===== config.mk =====
export PLATFORM = sky130hd
export DESIGN_NAME = axi_addr_aligner_flat
export DESIGN_NICKNAME = d
export VERILOG_FILES = /design/src/rtl/axi_addr_aligner_if.sv /design/src/rtl/axi_addr_aligner.sv /design/src/flat_wrapper.sv
export SDC_FILE = /design/constraint.sdc
export NUM_CORES = 1
export LEC_CHECK = 0
export ABC_AREA = 1
export CELL_PAD_IN_SITES_DETAIL_PLACEMENT = 1
export CELL_PAD_IN_SITES_GLOBAL_PLACEMENT = 1
export CORE_ASPECT_RATIO = 0.7
export CORE_MARGIN = 1.5
export CORE_UTILIZATION = 12
export DETAILED_ROUTE_END_ITERATION = 12
export GPL_TIMING_DRIVEN = 0
export PLACE_DENSITY_LB_ADDON = 0.05
export SKIP_LAST_GASP = 1
export SLEW_MARGIN = 20
export SYNTH_ARGS = -nofsm -noshare
export SYNTH_HDL_FRONTEND = slang
export SYNTH_SLANG_ARGS = --single-unit
export TNS_END_PERCENT = 100

===== constraint.sdc =====
create_clock -name vclk -period 1.15
set_clock_uncertainty 0.15 [all_clocks]
set_input_delay 0.23 -clock vclk [all_inputs]
set_output_delay 0.23 -clock vclk [all_outputs]
set_load 0.005 [all_outputs]

===== src/rtl/axi_addr_aligner_if.sv =====
// Bus bundle for axi_addr_aligner: beat address/size in, alignment verdict,
// write strobes and debug statistics out.
interface axi_addr_aligner_if #(
  parameter int ADDR_WIDTH = 32,
  parameter int CNT_WIDTH  = 16
);
  logic [ADDR_WIDTH-1:0] addr;
  logic [1:0]            size;
  logic                  check_valid;
  logic                  stats_clear;
  logic                  addr_ok;
  logic [3:0]            wstrb;
  logic [2:0]            status_code;
  logic                  err_sticky;
  logic [CNT_WIDTH-1:0]  err_count;
  logic [ADDR_WIDTH-1:0] last_err_addr;
  logic [2:0]            last_err_status;

  // Driver side (bridge master).
  modport master (
    output addr, size, check_valid, stats_clear,
    input  addr_ok, wstrb, status_code,
    input  err_sticky, err_count, last_err_addr, last_err_status
  );

  // Checker side.
  modport slave (
    input  addr, size, check_valid, stats_clear,
    output addr_ok, wstrb, status_code,
    output err_sticky, err_count, last_err_addr, last_err_status
  );
endinterface


===== src/rtl/axi_addr_aligner.sv =====
// Alignment checker and AXI4-Lite write-strobe generator.
// Combinational verdict/strobes; optional error statistics enabled by
// defining ADDR_ALIGN_STATS_EN (otherwise statistics outputs read 0).
module axi_addr_aligner #(
  parameter int ADDR_WIDTH = 32,
  parameter int CNT_WIDTH  = 16
) (
  input logic                clk,
  input logic                rst,
  axi_addr_aligner_if.slave  bus
);

  localparam logic [2:0] ST_OK    = 3'd0;
  localparam logic [2:0] ST_SIZE  = 3'd2;
  localparam logic [2:0] ST_ALIGN = 3'd3;

  logic       ok_c;
  logic [3:0] strb_c;
  logic [2:0] st_c;

  // Classify (addr, size) and build byte-lane strobes; zero latency.
  always_comb begin
    ok_c   = 1'b0;
    strb_c = 4'b0000;
    st_c   = ST_OK;
    unique case (bus.size)
      2'b00: begin
        ok_c   = 1'b1;
        strb_c = 4'b0001 << bus.addr[1:0];
      end
      2'b01: begin
        if (!bus.addr[0]) begin
          ok_c   = 1'b1;
          strb_c = bus.addr[1] ? 4'b1100 : 4'b0011;
        end else begin
          st_c = ST_ALIGN;
        end
      end
      2'b10: begin
        if (bus.addr[1:0] == 2'b00) begin
          ok_c   = 1'b1;
          strb_c = 4'b1111;
        end else begin
          st_c = ST_ALIGN;
        end
      end
      default: st_c = ST_SIZE;
    endcase
  end

  assign bus.addr_ok     = ok_c;
  assign bus.wstrb       = strb_c;
  assign bus.status_code = st_c;

`ifdef ADDR_ALIGN_STATS_EN
  logic                  sticky_q, sticky_d;
  logic [CNT_WIDTH-1:0]  cnt_q, cnt_d;
  logic [ADDR_WIDTH-1:0] laddr_q, laddr_d;
  logic [2:0]            lst_q, lst_d;
  logic                  fail;

  assign fail = bus.check_valid && !ok_c;

  // Next-state for statistics: clear wins over a same-cycle failure.
  always_comb begin
    sticky_d = sticky_q;
    cnt_d    = cnt_q;
    laddr_d  = laddr_q;
    lst_d    = lst_q;
    if (bus.stats_clear) begin
      sticky_d = 1'b0;
      cnt_d    = '0;
      laddr_d  = '0;
      lst_d    = '0;
    end else if (fail) begin
      sticky_d = 1'b1;
      if (cnt_q != {CNT_WIDTH{1'b1}}) cnt_d = cnt_q + 1'b1;
      laddr_d  = bus.addr;
      lst_d    = st_c;
    end
  end

  // Statistics registers; reset overrides everything.
  always_ff @(posedge clk) begin
    if (rst) begin
      sticky_q <= 1'b0;
      cnt_q    <= '0;
      laddr_q  <= '0;
      lst_q    <= '0;
    end else begin
      sticky_q <= sticky_d;
      cnt_q    <= cnt_d;
      laddr_q  <= laddr_d;
      lst_q    <= lst_d;
    end
  end

  assign bus.err_sticky      = sticky_q;
  assign bus.err_count       = cnt_q;
  assign bus.last_err_addr   = laddr_q;
  assign bus.last_err_status = lst_q;
`else
  // Statistics compiled out: outputs tied low, clocking inputs ignored.
  logic unused_stats;
  assign unused_stats = ^{clk, rst, bus.check_valid, bus.stats_clear,
                          bus.addr[ADDR_WIDTH-1:2]};

  assign bus.err_sticky      = 1'b0;
  assign bus.err_count       = '0;
  assign bus.last_err_addr   = '0;
  assign bus.last_err_status = 3'd0;
`endif

endmodule


===== src/flat_wrapper.sv =====
// flat-port wrapper written by rule: the top's interface ports become plain ports
module axi_addr_aligner_flat 
#(
  parameter int ADDR_WIDTH = 32,
  parameter int CNT_WIDTH  = 16
)
  (clk, rst, bus_addr, bus_size, bus_check_valid, bus_stats_clear, bus_addr_ok, bus_wstrb, bus_status_code, bus_err_sticky, bus_err_count, bus_last_err_addr, bus_last_err_status);
  axi_addr_aligner_if #(.ADDR_WIDTH(ADDR_WIDTH), .CNT_WIDTH(CNT_WIDTH)) bus_i ();
  input logic clk;
  input logic rst;
  input wire logic [$bits(bus_i.addr)-1:0] bus_addr;
  input wire logic [$bits(bus_i.size)-1:0] bus_size;
  input wire logic [$bits(bus_i.check_valid)-1:0] bus_check_valid;
  input wire logic [$bits(bus_i.stats_clear)-1:0] bus_stats_clear;
  output wire logic [$bits(bus_i.addr_ok)-1:0] bus_addr_ok;
  output wire logic [$bits(bus_i.wstrb)-1:0] bus_wstrb;
  output wire logic [$bits(bus_i.status_code)-1:0] bus_status_code;
  output wire logic [$bits(bus_i.err_sticky)-1:0] bus_err_sticky;
  output wire logic [$bits(bus_i.err_count)-1:0] bus_err_count;
  output wire logic [$bits(bus_i.last_err_addr)-1:0] bus_last_err_addr;
  output wire logic [$bits(bus_i.last_err_status)-1:0] bus_last_err_status;
  assign bus_i.addr = bus_addr;
  assign bus_i.size = bus_size;
  assign bus_i.check_valid = bus_check_valid;
  assign bus_i.stats_clear = bus_stats_clear;
  assign bus_addr_ok = bus_i.addr_ok;
  assign bus_wstrb = bus_i.wstrb;
  assign bus_status_code = bus_i.status_code;
  assign bus_err_sticky = bus_i.err_sticky;
  assign bus_err_count = bus_i.err_count;
  assign bus_last_err_addr = bus_i.last_err_addr;
  assign bus_last_err_status = bus_i.last_err_status;
  axi_addr_aligner #(.ADDR_WIDTH(ADDR_WIDTH), .CNT_WIDTH(CNT_WIDTH)) u_core (.clk(clk), .rst(rst), .bus(bus_i));
endmodule

---- Word level (Yosys, flattened, before mapping) ----
Index checks and enable logic that the tools add are counted.
word-level totals
  memories kept ........................... 0
  ROM bits ................................ 0
  register bits after elaboration ......... 0
  input port bits ......................... 38
  bits in writable memories ............... 0
  output and inout bits ................... 60
  bits in latches ......................... 0
cells by class
  order comparisons ....................... 0
  multiplexer cells ....................... 10
  multipliers ............................. 0
  equal/unequal tests ..................... 2
  $add $sub $neg .......................... 0
  shifts and indexed selects .............. 1
  bitwise gates (word level) .............. 0
  div/mod/pow operators ................... 0
  reductions and logical operators ........ 2
operator list
  kind                 count
  $mux 4               3
  $pmux 4 s3           1
  $pmux 3 s3           1
  $logic_not 2->1      2
  $mux 2               2
  $shl 1x2->4 const A  1
  $pmux 1 s3           1
  $eq 2x1->1 const B   1
  $eq 2x2->1 const B   1
  $mux 1               2

---- Longest topological paths before layout ----
  depth in word-level cells ............... 3
  depth in mapped cells ................... 4
  gate-level depth less buffers ........... 4

---- Worst setup path before layout ----
No wires, ideal clock.
  kind .................................... in2out
  start ................................... in bus_addr[0]
  end ..................................... out bus_status_code[1]
  setup slack ............................. 220 ps
  required time ........................... 770 ps
  cell stages on the path ................. 4
  data arrival time ....................... 550 ps
  cells stage by stage .................... nor2_2 -> inv_1 -> nor2_1 -> nor2_1
between the ends
  word-level cells in the longest chain between the ends .. 3
ends and longest elaborated chain
  what             line                    RTL
  start, declared  flat_wrapper.sv:11      input wire logic [$bits(bus_i.addr)-1:0] bus_addr;
  $logic_not 2->1  axi_addr_aligner.sv:40  if (bus.addr[1:0] == 2'b00) begin
  $mux 2           axi_addr_aligner.sv:40
  $pmux 3 s3 *     axi_addr_aligner.sv:26  unique case (bus.size)
  end, declared    flat_wrapper.sv:17      output wire logic [$bits(bus_i.status_code)-1:0] bus_status_code;
Every way passes the cells marked *; elsewhere a longest branch is shown, timed or not.

---- Worst setup path in the final report ----
Same ends and word-level chain as after synthesis.

==> results.sh <==
export IMPL_status="complete, but fails checks"
export IMPL_violations="setup timing"
export IMPL_drtAntennaViolNets=0
export IMPL_seq_area_um2=0
export IMPL_portBuffers=11
export IMPL_wl_per_cell_um=5.752
export IMPL_cp_cell_sequence="buf_12 -> nor2_4 -> buf_6 -> inv_4 -> nor2_2 -> nor2_1 -> buf_2"
export IMPL_drt_total_wl_mm=1.208
export IMPL_cap_viol_max_count=0
export IMPL_netlist_instances=87
export IMPL_peakVddDrop_uv=81.66
export IMPL_num_nets_final=195
export IMPL_synth_distinct_cells=9
export IMPL_min_path_type="primary input to output pin"
export IMPL_cp_start_kind="primary input"
export IMPL_hold_ws_ns=0.6473
export IMPL_syn_area_per_cell_um2=6.155
export IMPL_layoutNonFillerInstCount=210
export IMPL_final_util_pct=23.26
export IMPL_die_area_um2=4879
export IMPL_grt_pass1_wl_mm=1.973
export IMPL_antenna_found_initial=0
export IMPL_final_cell_mix="buf_4 (57), conb_1 (53), nand2_1 (9)"
export IMPL_clock_buffers=0
export IMPL_grt_remaining_overflow=0
export IMPL_grt_max_degree=7
export IMPL_slowest_delay_ns=0.14
export IMPL_areaGrowthSynthToFinish_pct=86.92
export IMPL_num_rows=20
export IMPL_die_w_um=82.85
export IMPL_viasPerCell=2.614
export IMPL_yosysWarnings=0
export IMPL_required_ns=0.77
export IMPL_hold_violations=0
export IMPL_crit_family="buffers and inverters"
export IMPL_hpwl_mm=1.099
export IMPL_ios=98
export IMPL_slew_violations=0
export IMPL_crit_type="primary input to output pin"
export IMPL_place_ws_ns=-0.9331
export IMPL_final_common_cell="buf_4"
export IMPL_fmax_ghz=0.7939
export IMPL_critPathSlowestCell="nor2_4"
export IMPL_design_core_area_um2=4304
export IMPL_cp_max_fo=5
export IMPL_rsz0062_at_grt="true"
export IMPL_placed_cells=205
export IMPL_postCtsHoldBufs=0
export IMPL_power_density_nw_per_um2=306.2
export IMPL_p_leak_nw=0.6738
export IMPL_n_sequential_cell=0
export IMPL_endpoint_kind="output pin"
export IMPL_start_util_pct=12.44
export IMPL_min_period_over_period_pct=109.5
export IMPL_grt_pass1_vias=472
export IMPL_setup_viol=6
export IMPL_n_fill_cell=566
export IMPL_cp_num_buf_inv=4
export IMPL_drc=0
export IMPL_via_count=549
export IMPL_grt_total_usage_pct=4.633
export IMPL_drt_initial_drc_count=2
export IMPL_diodes=0
export IMPL_min_period_ns=1.260
export IMPL_gp_congestion=0.6363
export IMPL_drt_first_pass_iters=2
export IMPL_synth_seq_area_share_pct=0
export IMPL_worstPathArrival_ns=0.88
export IMPL_syn_area_um2=535.5
export IMPL_fin_ws_ns=-0.1095
export IMPL_fp_dieH_um=58.89
export IMPL_layout_drive_gt1_share_pct=54.19
-- final timing paths --
check / startpoint / end / cells past startpoint / slack [ns]
max: bus_addr[0] / bus_status_code[1] / 7 / -0.11
min: bus_addr[0] / bus_wstrb[1] / 4 / 0.65
-- cell type report --
type / instances / area (um2) / share of cell area (%)
Tap cell: 55 / 68.82 / 6.875
Timing Repair Buffer: 16 / 152.6 / 15.25
Multi-Input combinational cell: 78 / 349.1 / 34.88
Inverter: 8 / 32.53 / 3.250
Buffer: 53 / 397.9 / 39.75
-- Yosys cell counts --
library cell	number	area (um2)
buf_4	53	397.9
nand2_1	14	52.55
inv_1	7	26.28
nor2_1	5	18.77
nand3_1	3	15.01
nor2_2	2	12.51
a21oi_1	1	5.000
conb_1	1	3.750
inv_2	1	3.750
-- report_power, final --
group / switching, mW / total, mW / internal, mW / leakage [nW]
registers: 0 / 0 / 0 / 0
logic: 0.126 / 0.307 / 0.181 / 0.674
clock network: 0 / 0 / 0 / 0
-- metal layers --
metal | share of wire [%] | track usage [%]
met2 | 47 | 8.479
met1 | 39 | 6.229
met4 | 0 | 0
met3 | 13 | 0.7013
met5 | 0 | 0
-- through the flow --
| stage | setup TNS (ns) | area [um2] | power, mW |
|---|---|---|---|
| 3_5_place_dp | -6.205 | 909.6 | 0.2657 |
| 4_1_cts | -0.4260 | 958.4 | 0.2792 |
| 5_1_grt | -0.6805 | 1001 | 0.3413 |
| 2_1_floorplan | 0 | 730.7 | 0.2015 |
| 6_report | -0.4405 | 1001 | 0.3065 |
| 3_3_place_gp | -6.205 | 909.6 | 0.2652 |
-- logic make-up after synthesis --
family	count (synthesis)	synth area share [%]
other	1	0.7003
AO/OA/AOI/OAI	1	0.9337
AND/OR/NAND/NOR	24	18.46
buffers and inverters	61	79.91
-- repair_timing --
item                       CTS  global route
setup buffers                4             1
setup endpoints to repair    7             7
gates cloned                 0             0
pin swaps                    6             5
resized for setup           65            12
No activity file was read; power rests on OpenSTA's default activity.
